--- src/rtl/charge_pkg.sv ---
// Shared types for the charge-node reader: strength and value codes, FSM states, share resolution.
// Pure declarations, no logic or latency; no flow control involved.
// Included by every charge_node_* file via import charge_pkg::*.
package charge_pkg;

    typedef enum logic [2:0] {
        HIGHZ  = 3'd0,
        SMALL  = 3'd1,
        MEDIUM = 3'd2,
        WEAK   = 3'd3,
        LARGE  = 3'd4,
        PULL   = 3'd5,
        STRONG = 3'd6,
        SUPPLY = 3'd7
    } strength_e;

    typedef enum logic [1:0] {
        V0 = 2'd0,
        V1 = 2'd1,
        VX = 2'd2,
        VZ = 2'd3
    } value_e;

    typedef enum logic [1:0] {
        ST_IDLE  = 2'd0,
        ST_SHARE = 2'd1,
        ST_SENSE = 2'd2,
        ST_RESP  = 2'd3
    } state_e;

    // Pass-gate charge sharing: the larger capacitor dominates; a tie with disagreement is unknown.
    function automatic logic [1:0] share_resolve(input logic [1:0] val_a, input logic [2:0] cap_a,
                                                 input logic [1:0] val_b, input logic [2:0] cap_b);
        logic [1:0] res;
        if (cap_a > cap_b) begin
            res = val_a;
        end else if (cap_b > cap_a) begin
            res = val_b;
        end else if (val_a == val_b) begin
            res = val_a;
        end else begin
            res = VX;
        end
        return res;
    endfunction

endpackage

--- src/rtl/charge_node_cell.sv ---
// One charge node: value register, plus an idle decay counter when CHARGE_DECAY_EN is defined.
// Load is visible one cycle after ld; decay turns val to X after DECAY_CYCLES idle cycles.
// No handshake; ld is accepted every cycle.
module charge_node_cell
    import charge_pkg::*;
#(
    parameter int DECAY_CYCLES = 16
) (
    input  logic       clk,
    input  logic       rst,
    input  logic       ld,
    input  logic [1:0] ld_val,
    output logic [1:0] val
);

    logic [1:0] val_q, val_d;

`ifdef CHARGE_DECAY_EN
    localparam int CW = $clog2(DECAY_CYCLES + 1);
    localparam logic [CW-1:0] CMAX = CW'(DECAY_CYCLES);

    logic [CW-1:0] cnt_q, cnt_d;

    always_comb begin
        val_d = val_q;
        cnt_d = cnt_q;
        if (ld) begin
            val_d = ld_val;
            cnt_d = '0;
        end else if (cnt_q != CMAX) begin
            cnt_d = cnt_q + 1'b1;
            // The cycle the count saturates is the cycle the charge is lost.
            if (cnt_d == CMAX) begin
                val_d = VX;
            end
        end
    end

    always_ff @(posedge clk) begin
        if (rst) begin
            val_q <= VX;
            cnt_q <= '0;
        end else begin
            val_q <= val_d;
            cnt_q <= cnt_d;
        end
    end
`else
    always_comb begin
        val_d = val_q;
        if (ld) begin
            val_d = ld_val;
        end
    end

    always_ff @(posedge clk) begin
        if (rst) begin
            val_q <= VX;
        end else begin
            val_q <= val_d;
        end
    end
`endif

    assign val = val_q;

endmodule

--- src/rtl/charge_node_reader.sv ---
// Read-side model of a charge-node bank with optional pair charge sharing (decay: CHARGE_DECAY_EN).
// Latency: rd_vld 3 cycles after accept (SHARE, SENSE, RESP); one read per 4 cycles.
// Backpressure: rd_rdy high only in IDLE; writes are always accepted.
module charge_node_reader
    import charge_pkg::*;
#(
    parameter int                  NODES        = 4,
    parameter logic [3*NODES-1:0]  CAP_MAP      = {NODES{3'(MEDIUM)}},
    parameter int                  DECAY_CYCLES = 16
) (
    input  logic                     clk,
    input  logic                     rst,
    input  logic                     wr_vld,
    input  logic [$clog2(NODES)-1:0] wr_idx,
    input  logic [1:0]               wr_val,
    input  logic                     rd_req,
    output logic                     rd_rdy,
    input  logic [$clog2(NODES)-1:0] rd_idx,
    input  logic                     rd_share,
    output logic                     rd_vld,
    output logic [1:0]               rd_val,
    output logic [2:0]               rd_str
);

    localparam int IW = $clog2(NODES);

    state_e          state_q, state_d;
    logic [IW-1:0]   idx_q, idx_d;
    logic            share_q, share_d;
    logic [1:0]      rd_val_q, rd_val_d;
    logic [2:0]      rd_str_q, rd_str_d;

    logic [1:0]      node_val [NODES];
    logic [1:0]      eff_val  [NODES];
    logic [2:0]      cap      [NODES];
    logic            ld       [NODES];
    logic [1:0]      ld_val   [NODES];

    logic [IW-1:0]   partner;
    logic            share_do;
    logic [1:0]      share_res;

    for (genvar g = 0; g < NODES; g++) begin : g_node
        assign cap[g] = CAP_MAP[3*g +: 3];

        charge_node_cell #(
            .DECAY_CYCLES(DECAY_CYCLES)
        ) u_cell (
            .clk    (clk),
            .rst    (rst),
            .ld     (ld[g]),
            .ld_val (ld_val[g]),
            .val    (node_val[g])
        );
    end

    assign partner  = idx_q ^ IW'(1);
    assign share_do = (state_q == ST_SHARE) && share_q;

    // Same-cycle writes land before share/sense, so both operate on the written value.
    always_comb begin
        for (int i = 0; i < NODES; i++) begin
            eff_val[i] = node_val[i];
            if (wr_vld && (wr_idx == IW'(i)) && (wr_val != VZ)) begin
                eff_val[i] = wr_val;
            end
        end
    end

    assign share_res = share_resolve(eff_val[idx_q], cap[idx_q], eff_val[partner], cap[partner]);

    always_comb begin
        for (int i = 0; i < NODES; i++) begin
            ld[i]     = wr_vld && (wr_idx == IW'(i)) && (wr_val != VZ);
            ld_val[i] = wr_val;
            if (share_do && ((IW'(i) == idx_q) || (IW'(i) == partner))) begin
                ld[i]     = 1'b1;
                ld_val[i] = share_res;
            end
        end
    end

    always_comb begin
        state_d  = state_q;
        idx_d    = idx_q;
        share_d  = share_q;
        rd_val_d = rd_val_q;
        rd_str_d = rd_str_q;
        unique case (state_q)
            ST_IDLE: begin
                if (rd_req) begin
                    idx_d   = rd_idx;
                    share_d = rd_share;
                    state_d = ST_SHARE;
                end
            end
            ST_SHARE: state_d = ST_SENSE;
            ST_SENSE: begin
                rd_val_d = eff_val[idx_q];
                rd_str_d = cap[idx_q];
                state_d  = ST_RESP;
            end
            ST_RESP:  state_d = ST_IDLE;
            default:  state_d = ST_IDLE;
        endcase
    end

    always_ff @(posedge clk) begin
        if (rst) begin
            state_q  <= ST_IDLE;
            idx_q    <= '0;
            share_q  <= 1'b0;
            rd_val_q <= 2'd0;
            rd_str_q <= 3'd0;
        end else begin
            state_q  <= state_d;
            idx_q    <= idx_d;
            share_q  <= share_d;
            rd_val_q <= rd_val_d;
            rd_str_q <= rd_str_d;
        end
    end

    assign rd_rdy = (state_q == ST_IDLE);
    assign rd_vld = (state_q == ST_RESP);
    assign rd_val = rd_val_q;
    assign rd_str = rd_str_q;

endmodule

--- config.mk ---
export PLATFORM = sky130hd
export DESIGN_NAME = charge_node_reader
export DESIGN_NICKNAME = d
export VERILOG_FILES = /design/src/rtl/charge_pkg.sv /design/src/rtl/charge_node_cell.sv /design/src/rtl/charge_node_reader.sv
export SDC_FILE = /design/constraint.sdc
export NUM_CORES = 1
export LEC_CHECK = 0
export ABC_AREA = 1
export BUFFER_PORTS_ARGS = -buffer_cell sky130_fd_sc_hd__buf_2
export CAP_MARGIN = 20
export CORE_MARGIN = 2
export CORE_UTILIZATION = 50
export CTS_CLUSTER_SIZE = 20
export DETAILED_ROUTE_END_ITERATION = 8
export HOLD_SLACK_MARGIN = 0.06
export PLACE_DENSITY = 0.72
export SKIP_CTS_REPAIR_TIMING = 1
export SLEW_MARGIN = 20
export SYNTH_ARGS = -nofsm -noshare
export SYNTH_HDL_FRONTEND = slang
export SYNTH_SLANG_ARGS = --single-unit
--- constraint.sdc ---
create_clock -name clk -period 1.85 [get_ports clk]
set_input_delay 0.0925 -clock clk [delete_from_list [all_inputs] [get_ports clk]]
set_output_delay 0.0925 -clock clk [all_outputs]
set_load 0.02 [all_outputs]
==> Word level (Yosys, flattened, before mapping) <==
Cells that the tools add are included.
{ "classes": {"n_lt_le_gt_ge": 4, "muxes": 29, "eq_ne": 15, "n_reduce_logical": 22, "n_bitwise": 3} }
{ "ops": {"columns": ["operator", "n"], "rows": [
  ["$mux 2", 16],
  ["$logic_and 1x1->1", 13],
  ["$bmux 3 s2", 2],
  ["$mux 3", 4],
  ["$bmux 2 s2", 2],
  ["$eq 2x2->1 const A", 4],
  ["$eq 2x2->1 const B", 4],
  ["$logic_not 2->1", 4],
  ["$pmux 2 s4", 1],
  ["$ge 3x3->1 const B", 2],
  ["$gt 3x3->1", 2],
  ["$not 2->3", 2],
  ["$eq 1x2->1 const A", 2],
  ["$eq 2x1->1 const B", 2],
  ["$logic_or 1x1->1", 4],
  ["$mux 1", 4],
  ["$ne 2x2->1 const B", 2],
  ["$eq 2x2->1", 1],
  ["$reduce_and 2->1", 1],
  ["$not 1->1", 1]
]} }
{ "totals": {"out_inout_bits": 7, "in_bits": 11, "regBits": 18, "elab_cells": 82} }

==> Logic depth before layout (Yosys ltp) <==
Gate-level depths: netlist of the first run.
{ "logic_depth": {"ltp_word": 12, "depth_mapped": 15, "depth_no_buf": 15} }

==> By module <==
Synthesis of the first run repeated with hierarchy kept, for this count alone.
{ "unflattened": {"cells_unflattened": 192, "hier_area_um2": 1164.9} }
{ "modules_own_cells": {"columns": ["mod", "area_per_inst_um2", "cells_each", "n_inst", "seq_area_each_um2"], "rows": [
  ["charge_node_reader", 849.6, 144, 1, 160.2],
  ["charge_node_cell", 78.8, 12, 4, 40.0]
]} }

==> Worst setup path before layout of the first run <==
No wires, ideal clock.
{ "synth_path": {"path_kind": "reg-to-reg", "start": "register state_q[1]", "end": "register g_node[3].u_cell.val_q[0]", "slack_ns": 0.527, "arrival_time_ns": 1.215, "setup_ns": 0.109, "period_less_slack_ns": 1.323, "stages_incl_launch_ff": 10, "n_path_buf": 0, "required_time_ns": 1.741, "path_cell_list": "dfxtp_1 -> inv_1 -> ha_1 -> inv_1 -> nor3_1 -> nor2_1 -> inv_1 -> nand3_1 -> nand2_1 -> inv_1"} }
{ "synth_between": {"elab_chain_len": 4, "elab_cells_between_ends": 5, "classes_between": "1 x eq/ne; 2 x mux; 2 x reduce/logical"} }
{ "synth_rtl": {"columns": ["item", "line_no", "text"], "rows": [
  ["from (decl)", "charge_node_reader.sv:27", "state_e state_q, state_d;"],
  ["from (signal assigned)", "charge_node_reader.sv:116", "state_q <= state_d;"],
  ["$eq 2x1->1 (*)", "charge_node_reader.sv:58", "assign share_do = (state_q == ST_SHARE) && share_q;"],
  ["$logic_and 1x1->1 (*)", "charge_node_reader.sv:58", null],
  ["$logic_and 1x1->1 (*)", "charge_node_reader.sv:76", "if (share_do && ((IW'(i) == idx_q) || (IW'(i) == partner))) begin"],
  ["$mux 2 or $mux 1 (tied branches)", "charge_node_reader.sv:76", null],
  ["to (signal assigned)", "charge_node_cell.sv:60", "val_q <= val_d;"],
  ["to (decl)", "charge_node_cell.sv:16", "logic [1:0] val_q, val_d;"]
]} }
Mark *: on every way between the ends. The rest lies on a longest branch, timed or not.
A chain may end at the register's enable or synchronous reset.

==> Worst setup path after layout of the first run <==
{ "layout_path": {"start": "register state_q[1]", "end": "register g_node[1].u_cell.val_q[0]"} }
{ "layout_between": {"elab_chain_len": 4, "elab_cells_between_ends": 5, "classes_between": "1 x eq/ne; 2 x mux; 2 x reduce/logical"} }
{ "layout_rtl": {"columns": ["item", "line_no"], "rows": [
  ["$eq 2x1->1 (*)", "charge_node_reader.sv:58"],
  ["$logic_and 1x1->1 (*)", "charge_node_reader.sv:58"],
  ["$logic_and 1x1->1 (*)", "charge_node_reader.sv:76"],
  ["$mux 2 or $mux 1 (tied branches)", "charge_node_reader.sv:76"],
  ["to (signal assigned)", "charge_node_cell.sv:60"],
  ["to (decl)", "charge_node_cell.sv:16"]
]} }
Marks and branches as above.

==> results.sh, run 1 <==
export IMPL_synth_adder_area_share_pct=4.30
export IMPL_syn_inst=196
export IMPL_yosysTopAreaCellShare_pct=27.5
export IMPL_synth_compound_area_share_pct=9.13
export IMPL_drv_slew=0
export IMPL_pre_cts_slack_ns=0.251
export IMPL_vias=1215
export IMPL_crit_top_cell="inv_1"
export IMPL_ios=18
export IMPL_finalSetupViolations=0
export IMPL_ys_seq_area_share_pct=27.5
export IMPL_end_kind="flop"
export IMPL_grt_max_degree=16
export IMPL_synth_top_area_cell="dfxtp_1"
export IMPL_multi_input_area_um2=664
export IMPL_cp_slowest_stage_delay_ns=0.34
export IMPL_grt_overflow=0
export IMPL_ys_ff_latch=16
export IMPL_hold_viol_final=0
export IMPL_yosys_area_share_simple_pct=42.5
export IMPL_fin_util_pct=58.5
export IMPL_ff_latch_area_um2=320
export IMPL_gr_max_usage_layer="met2"
export IMPL_drtPass1Iterations=4
export IMPL_gp_congestion=0.849
export IMPL_grt_setup_unrepaired="no"
export IMPL_cts_sinks=16
export IMPL_clock_latency_ns=0.30
export IMPL_wire_per_inst_um=10.7
export IMPL_syn_to_final_growth_pct=11.2
export IMPL_outcome="finished, final reports clean"
export IMPL_cp_start_kind="flop"
export IMPL_drt_iter0_markers=48
export IMPL_htreeDepth=1
export IMPL_synthXorXnorAreaFrac_pct=0
export IMPL_chipHeight_um=52.3
export IMPL_post_dp_hpwl_mm=2.05
export IMPL_path_max_fanout=5
export IMPL_synthTopCellsByArea="dfxtp_1 (27%), nand3_1 (15%), nand2_1 (15%)"
export IMPL_port_buffers=15
export IMPL_netlist_area_um2=1160
export IMPL_drcViolationCount=0
export IMPL_yosysWarningCount=0
export IMPL_hold_path_class="in -> reg"
export IMPL_cap_viol_max_count=0
export IMPL_p_leak_nw=0.765
export IMPL_initial_core_util_pct=52.7
export IMPL_ant_nets=0
export IMPL_fin_worst_skew_ns=0.00321
export IMPL_cp_cell_sequence="inv_1 > ha_1 > inv_1 > nor3_1 > inv_1 > nand2_1 > o21ai_0 > inv_1 > nand2_1 > inv_1"
export IMPL_powerDensity_nw_per_um2=1080
export IMPL_ys_types=21
export IMPL_timing_final_ws_setup_ns=0.263
export IMPL_dpl_cell_area_um2=1240
export IMPL_layout_common_cells="nand2_1 (45), inv_1 (38), nand3_1 (36)"
export IMPL_crit_type="reg -> reg"
export IMPL_routed_wl_mm=2.57
export IMPL_final_common_cell="nand2_1"
export IMPL_cts_root_buf="clkbuf_4"
export IMPL_finalCritPeriodShare_pct=85.8
export IMPL_muxShareOfSynthArea_pct=0
export IMPL_clock_path_buffers=2
export IMPL_coreArea_um2=2210
export IMPL_syn_area_per_cell_um2=5.94
export IMPL_vdd_drop_max_mv=0.765
export IMPL_die_area_um2=2730
export IMPL_fin_area_um2=1290
export IMPL_cts_made_buffers=3
export IMPL_diodes=0
export IMPL_cts_tree="done"
export IMPL_fp_dieW_um=52.3
export IMPL_tns_ns=0
export IMPL_grt_use_total_pct=22.5
export IMPL_layout_drive_gt1_share_pct=14.2
export IMPL_clk_pin_slew_ns=0.10
export IMPL_grt_pass1_vias=1119
export IMPL_max_clock_freq_mhz=630
export IMPL_viasPerCell=5.06
export IMPL_fill_cells=246
export IMPL_nets=228
export IMPL_grtUsageMet1_pct=28.9
export IMPL_min_period_ns=1.59
export IMPL_met3_usage_pct=4.00
export IMPL_rows=17
export IMPL_gr_usage_met2_pct=37.6
export IMPL_synth_top_family_by_area="simple AND/OR/NAND/NOR gates"
export IMPL_antenna_found_initial=0
export IMPL_crit_slowest_cell="dfxtp_1"
export IMPL_grt_pass1_wl_mm=4.62
export IMPL_cp_arrival_ns=1.84
export IMPL_crit_required_ns=2.10
-- path summary, 6_finish.rpt --
path | start | to | slack (ns) | cells past startpoint
setup / recovery | state_q[1]$_SDFFE_PP0P_ | g_node[1].u_cell.val[0]$_SDFFE_PP0P_ | 0.26 | 10
hold / removal | rd_idx[1] | idx_q[1]$_SDFFE_PP0P_ | 0.07 | 3
setup reg to reg | state_q[1]$_SDFFE_PP0P_ | g_node[1].u_cell.val[0]$_SDFFE_PP0P_ | 0.26 | 10
hold reg to reg | rd_str[1]$_SDFFE_PP0P_ | rd_str[1]$_SDFFE_PP0P_ | 0.47 | 2
-- critical path, delay by kind of cell (launching register included) --
kind                     cells  cell delay, ns
AND/OR/NAND/NOR              3            0.52
buffers and inverters        5            0.45
flip-flops                   1            0.34
adder cells (fa/ha/maj)      1            0.14
AO/OA/AOI/OAI                1            0.08
-- power breakdown --
| part | internal [mW] | switching, mW |
|---|---|---|
| Combinational | 0.225 | 0.438 |
| Sequential | 0.431 | 0.0559 |
| Clock | 0.120 | 0.123 |
| Total | 0.776 | 0.617 |
-- flip-flops by register name (all words and copies together) (netlist names) --
name               flops
g_node.u_cell.val      8
idx_q                  2
rd_str                 1
rd_val                 2
share_q                1
state_q                2
-- Yosys cell counts --
cell type,instances
inv_1,38
buf_4,2
ha_1,4
buf_2,1
clkbuf_1,1
a21oi_1,7
nor3_1,2
nand3_2,1
clkinv_1,1
o21bai_2,1
o21ai_0,12
nor2_2,1
nand2_1,45
buf_6,1
inv_2,2
nor2_1,12
conb_1,1
nand4_1,7
dfxtp_1,16
nand3_1,36
nand2_2,5
-- routing by layer --
metal / share of wire, % / vias to the layer above
li1: - / 647
met1: 49 / 530
met2: 45 / 31
met3: 4.5 / 7
met4: 2.0 / 0
met5: 0 / -
-- kinds of logic (layout without fill, tap and decap cells) --
family                     after synthesis  in the layout
adders and majority gates                4              4
buffers and inverters                   46             61
AOI/OAI and AO/OA                       20             20
DFF                                     16             16
other                                    1              2
and+or+nand+nor                        109            109
-- metrics by stage --
stage | total power, mW | std cells | hold slack, ns
floorplan | 1.02 | 197 | 0.165
global placement | 1.13 | 235 | 0.268
detailed placement | 1.15 | 235 | 0.271
CTS | 1.39 | 239 | -0.0465
global route | 1.53 | 240 | 0.0864
finish | 1.39 | 240 | 0.0675
-- final cells by class --
cell class | instances | area share (%)
multi-input cells | 135 | 51.3
flip-flops and latches | 16 | 24.7
inverters | 41 | 11.9
repair buffers | 16 | 6.57
clock buffers | 4 | 2.80
well taps | 28 | 2.71
(Power assumes the default switching activity.)
==> inputs of run 2 (changes only) <==
--- a/config.mk
+++ b/config.mk
@@ -16,2 +16,3 @@
 export PLACE_DENSITY = 0.72
+export SETUP_SLACK_MARGIN = 0.1
 export SKIP_CTS_REPAIR_TIMING = 1
--- a/constraint.sdc
+++ b/constraint.sdc
@@ -3,2 +3,2 @@
 set_output_delay 0.0925 -clock clk [all_outputs]
-set_load 0.02 [all_outputs]
+set_load 0.005 [all_outputs]
==> run 2 against run 1 <==
  * Register-to-register slack better by 0.08 ns
  * Core utilization is 0.40 points higher
  * Clock skew hardly changed
  * Maximum frequency is 5.2% higher
  * Clock-buffer cell count stayed put
  * Worst setup slack better by 0.078 ns
  * Total power is 3.8% lower
  * Non-clock buffer count stayed put
  * Critical endpoint is now g_node[2].u_cell.val[0]$_SDFFE_PP0P_
==> results.sh, run 2 (synthesis gave the netlist of run 1 again) <==
export IMPL_path_max_fanout=8
export IMPL_htreeDepth=1
export IMPL_ff_latch_area_um2=322
export IMPL_drv_slew=0
export IMPL_p_sw_mw=0.562
export IMPL_drcViolationCount=0
export IMPL_cts_made_buffers=3
export IMPL_grt_use_total_pct=22.5
export IMPL_layout_common_cells="nand2_1 (45), inv_1 (38), nand3_1 (36)"
export IMPL_intPower_mw=0.778
export IMPL_powerDensity_nw_per_um2=1030
export IMPL_critPathTopFamily="simple AND/OR/NAND/NOR gates"
export IMPL_grt_pass1_vias=1119
export IMPL_worstHoldStart="rd_idx[1]"
export IMPL_clock_latency_ns=0.29
export IMPL_grt_overflow=0
export IMPL_syn_to_final_growth_pct=11.9
export IMPL_crit_type="reg -> reg"
export IMPL_routed_wl_mm=2.58
export IMPL_switching_share_pct=41.9
export IMPL_seqPwrFrac_pct=36.6
export IMPL_fill_cells=244
export IMPL_cts_root_buf="clkbuf_4"
export IMPL_cp_cell_sequence="inv_1 > nor2_2 > nand3_1 > nand2_1 > inv_1 > nand2_2 > inv_1 > nand2_1 > nand2_1 > nand3_1 > nand3_1 > nand2_1 > inv_1"
export IMPL_hold_path_class="in -> reg"
export IMPL_finalCritPeriodShare_pct=81.5
export IMPL_cap_viol_max_count=0
export IMPL_clock_path_buffers=2
export IMPL_cp_start_kind="flop"
export IMPL_outcome="finished, final reports clean"
export IMPL_crit_required_ns=2.05
export IMPL_crit_buf_inv=4
export IMPL_diodes=0
export IMPL_rows=17
export IMPL_grt_max_degree=16
export IMPL_grt_pass1_wl_mm=4.62
export IMPL_largest_reg_flops=8
export IMPL_multi_input_area_um2=672
export IMPL_post_dp_hpwl_mm=2.05
export IMPL_max_clock_freq_mhz=663
export IMPL_drtPass1Iterations=5
export IMPL_gp_congestion=0.849
export IMPL_final_common_cell="nand2_1"
export IMPL_fin_worst_skew_ns=0.00355
export IMPL_coreArea_um2=2210
export IMPL_cts_sinks=16
export IMPL_fp_dieW_um=52.3
export IMPL_finalSetupViolations=0
export IMPL_p_clk_share_pct=17.8
export IMPL_nets=228
export IMPL_die_area_um2=2730
export IMPL_min_period_ns=1.51
export IMPL_clk_pin_slew_ns=0.10
export IMPL_pre_cts_slack_ns=0.251
export IMPL_pwr_share_comb_pct=45.6
export IMPL_cp_arrival_ns=1.71
export IMPL_layout_drive_gt1_share_pct=15.6
export IMPL_timing_final_ws_setup_ns=0.342
export IMPL_vias=1214
export IMPL_hold_viol_final=0
export IMPL_viasPerCell=5.06
export IMPL_chipHeight_um=52.3
export IMPL_ant_nets=0
export IMPL_antenna_found_initial=0
export IMPL_grt_setup_unrepaired="no"
export IMPL_initial_core_util_pct=52.7
export IMPL_tns_ns=0
export IMPL_crit_slowest_cell="dfxtp_1"
export IMPL_wire_per_inst_um=10.8
export IMPL_drt_iter0_markers=44
export IMPL_p_leak_nw=0.766
export IMPL_cts_tree="done"
export IMPL_port_buffers=15
export IMPL_vdd_drop_max_mv=0.723
export IMPL_end_kind="flop"
export IMPL_cp_startpoint="idx_q[1]$_SDFFE_PP0P_"
export IMPL_ios=18
export IMPL_worstReg2RegStart="idx_q[1]$_SDFFE_PP0P_"
export IMPL_cp_slowest_stage_delay_ns=0.38
[run 2: final timing paths]
kind / endpoint / slack (ns) / depth (start not counted)
worst max register to register: g_node[2].u_cell.val[0]$_SDFFE_PP0P_ / 0.34 / 13
worst min-delay path: idx_q[1]$_SDFFE_PP0P_ / 0.07 / 3
worst max-delay path: g_node[2].u_cell.val[0]$_SDFFE_PP0P_ / 0.34 / 13
worst min register to register: rd_str[1]$_SDFFE_PP0P_ / 0.47 / 2
[run 2: area by class of cell]
| cell class | count | share of cell area (%) |
|---|---|---|
| Multi-Input combinational cell | 135 | 51.5 |
| Timing Repair Buffer | 16 | 6.53 |
| Tap cell | 28 | 2.69 |
| Sequential cell | 16 | 24.7 |
| Inverter | 41 | 11.8 |
| Clock buffer | 4 | 2.78 |
[run 2: routing by layer]
metal  global-route usage (%)  vias up  routed length, um
met4                     8.12        0                 51
met1                     28.9      528               1240
met2                     37.6       32               1170
met3                     4.00        7                117
li1                         -      647                  -
met5                        0        -                  0
[run 2: stage by stage]
stage	cells	power, mW	util [%]	instance area (um^2)	hold WS (ns)
floorplan	197	0.956	-	1170	0.165
global placement	235	1.07	56.2	1240	0.268
detailed placement	235	1.10	56.2	1240	0.271
CTS	239	1.34	57.9	1280	-0.0465
global route	240	1.48	58.9	1300	0.0861
finish	240	1.34	58.9	1300	0.0730
[run 2: power by group through the flow]
stage          Sequential [mW]  Clock, mW  Combinational, mW
4_1_cts                  0.487      0.247              0.601
3_5_place_dp             0.495          0              0.601
6_report                 0.491      0.238              0.611
3_3_place_gp             0.491          0              0.581
5_1_grt                  0.503      0.260              0.721
2_1_floorplan            0.480          0              0.476
[run 2: worst min-delay path, delay by kind of cell]
kind,cells,cell delay (ns)
buffers and inverters,1,0.07
AOI/OAI and AO/OA,2,0.17
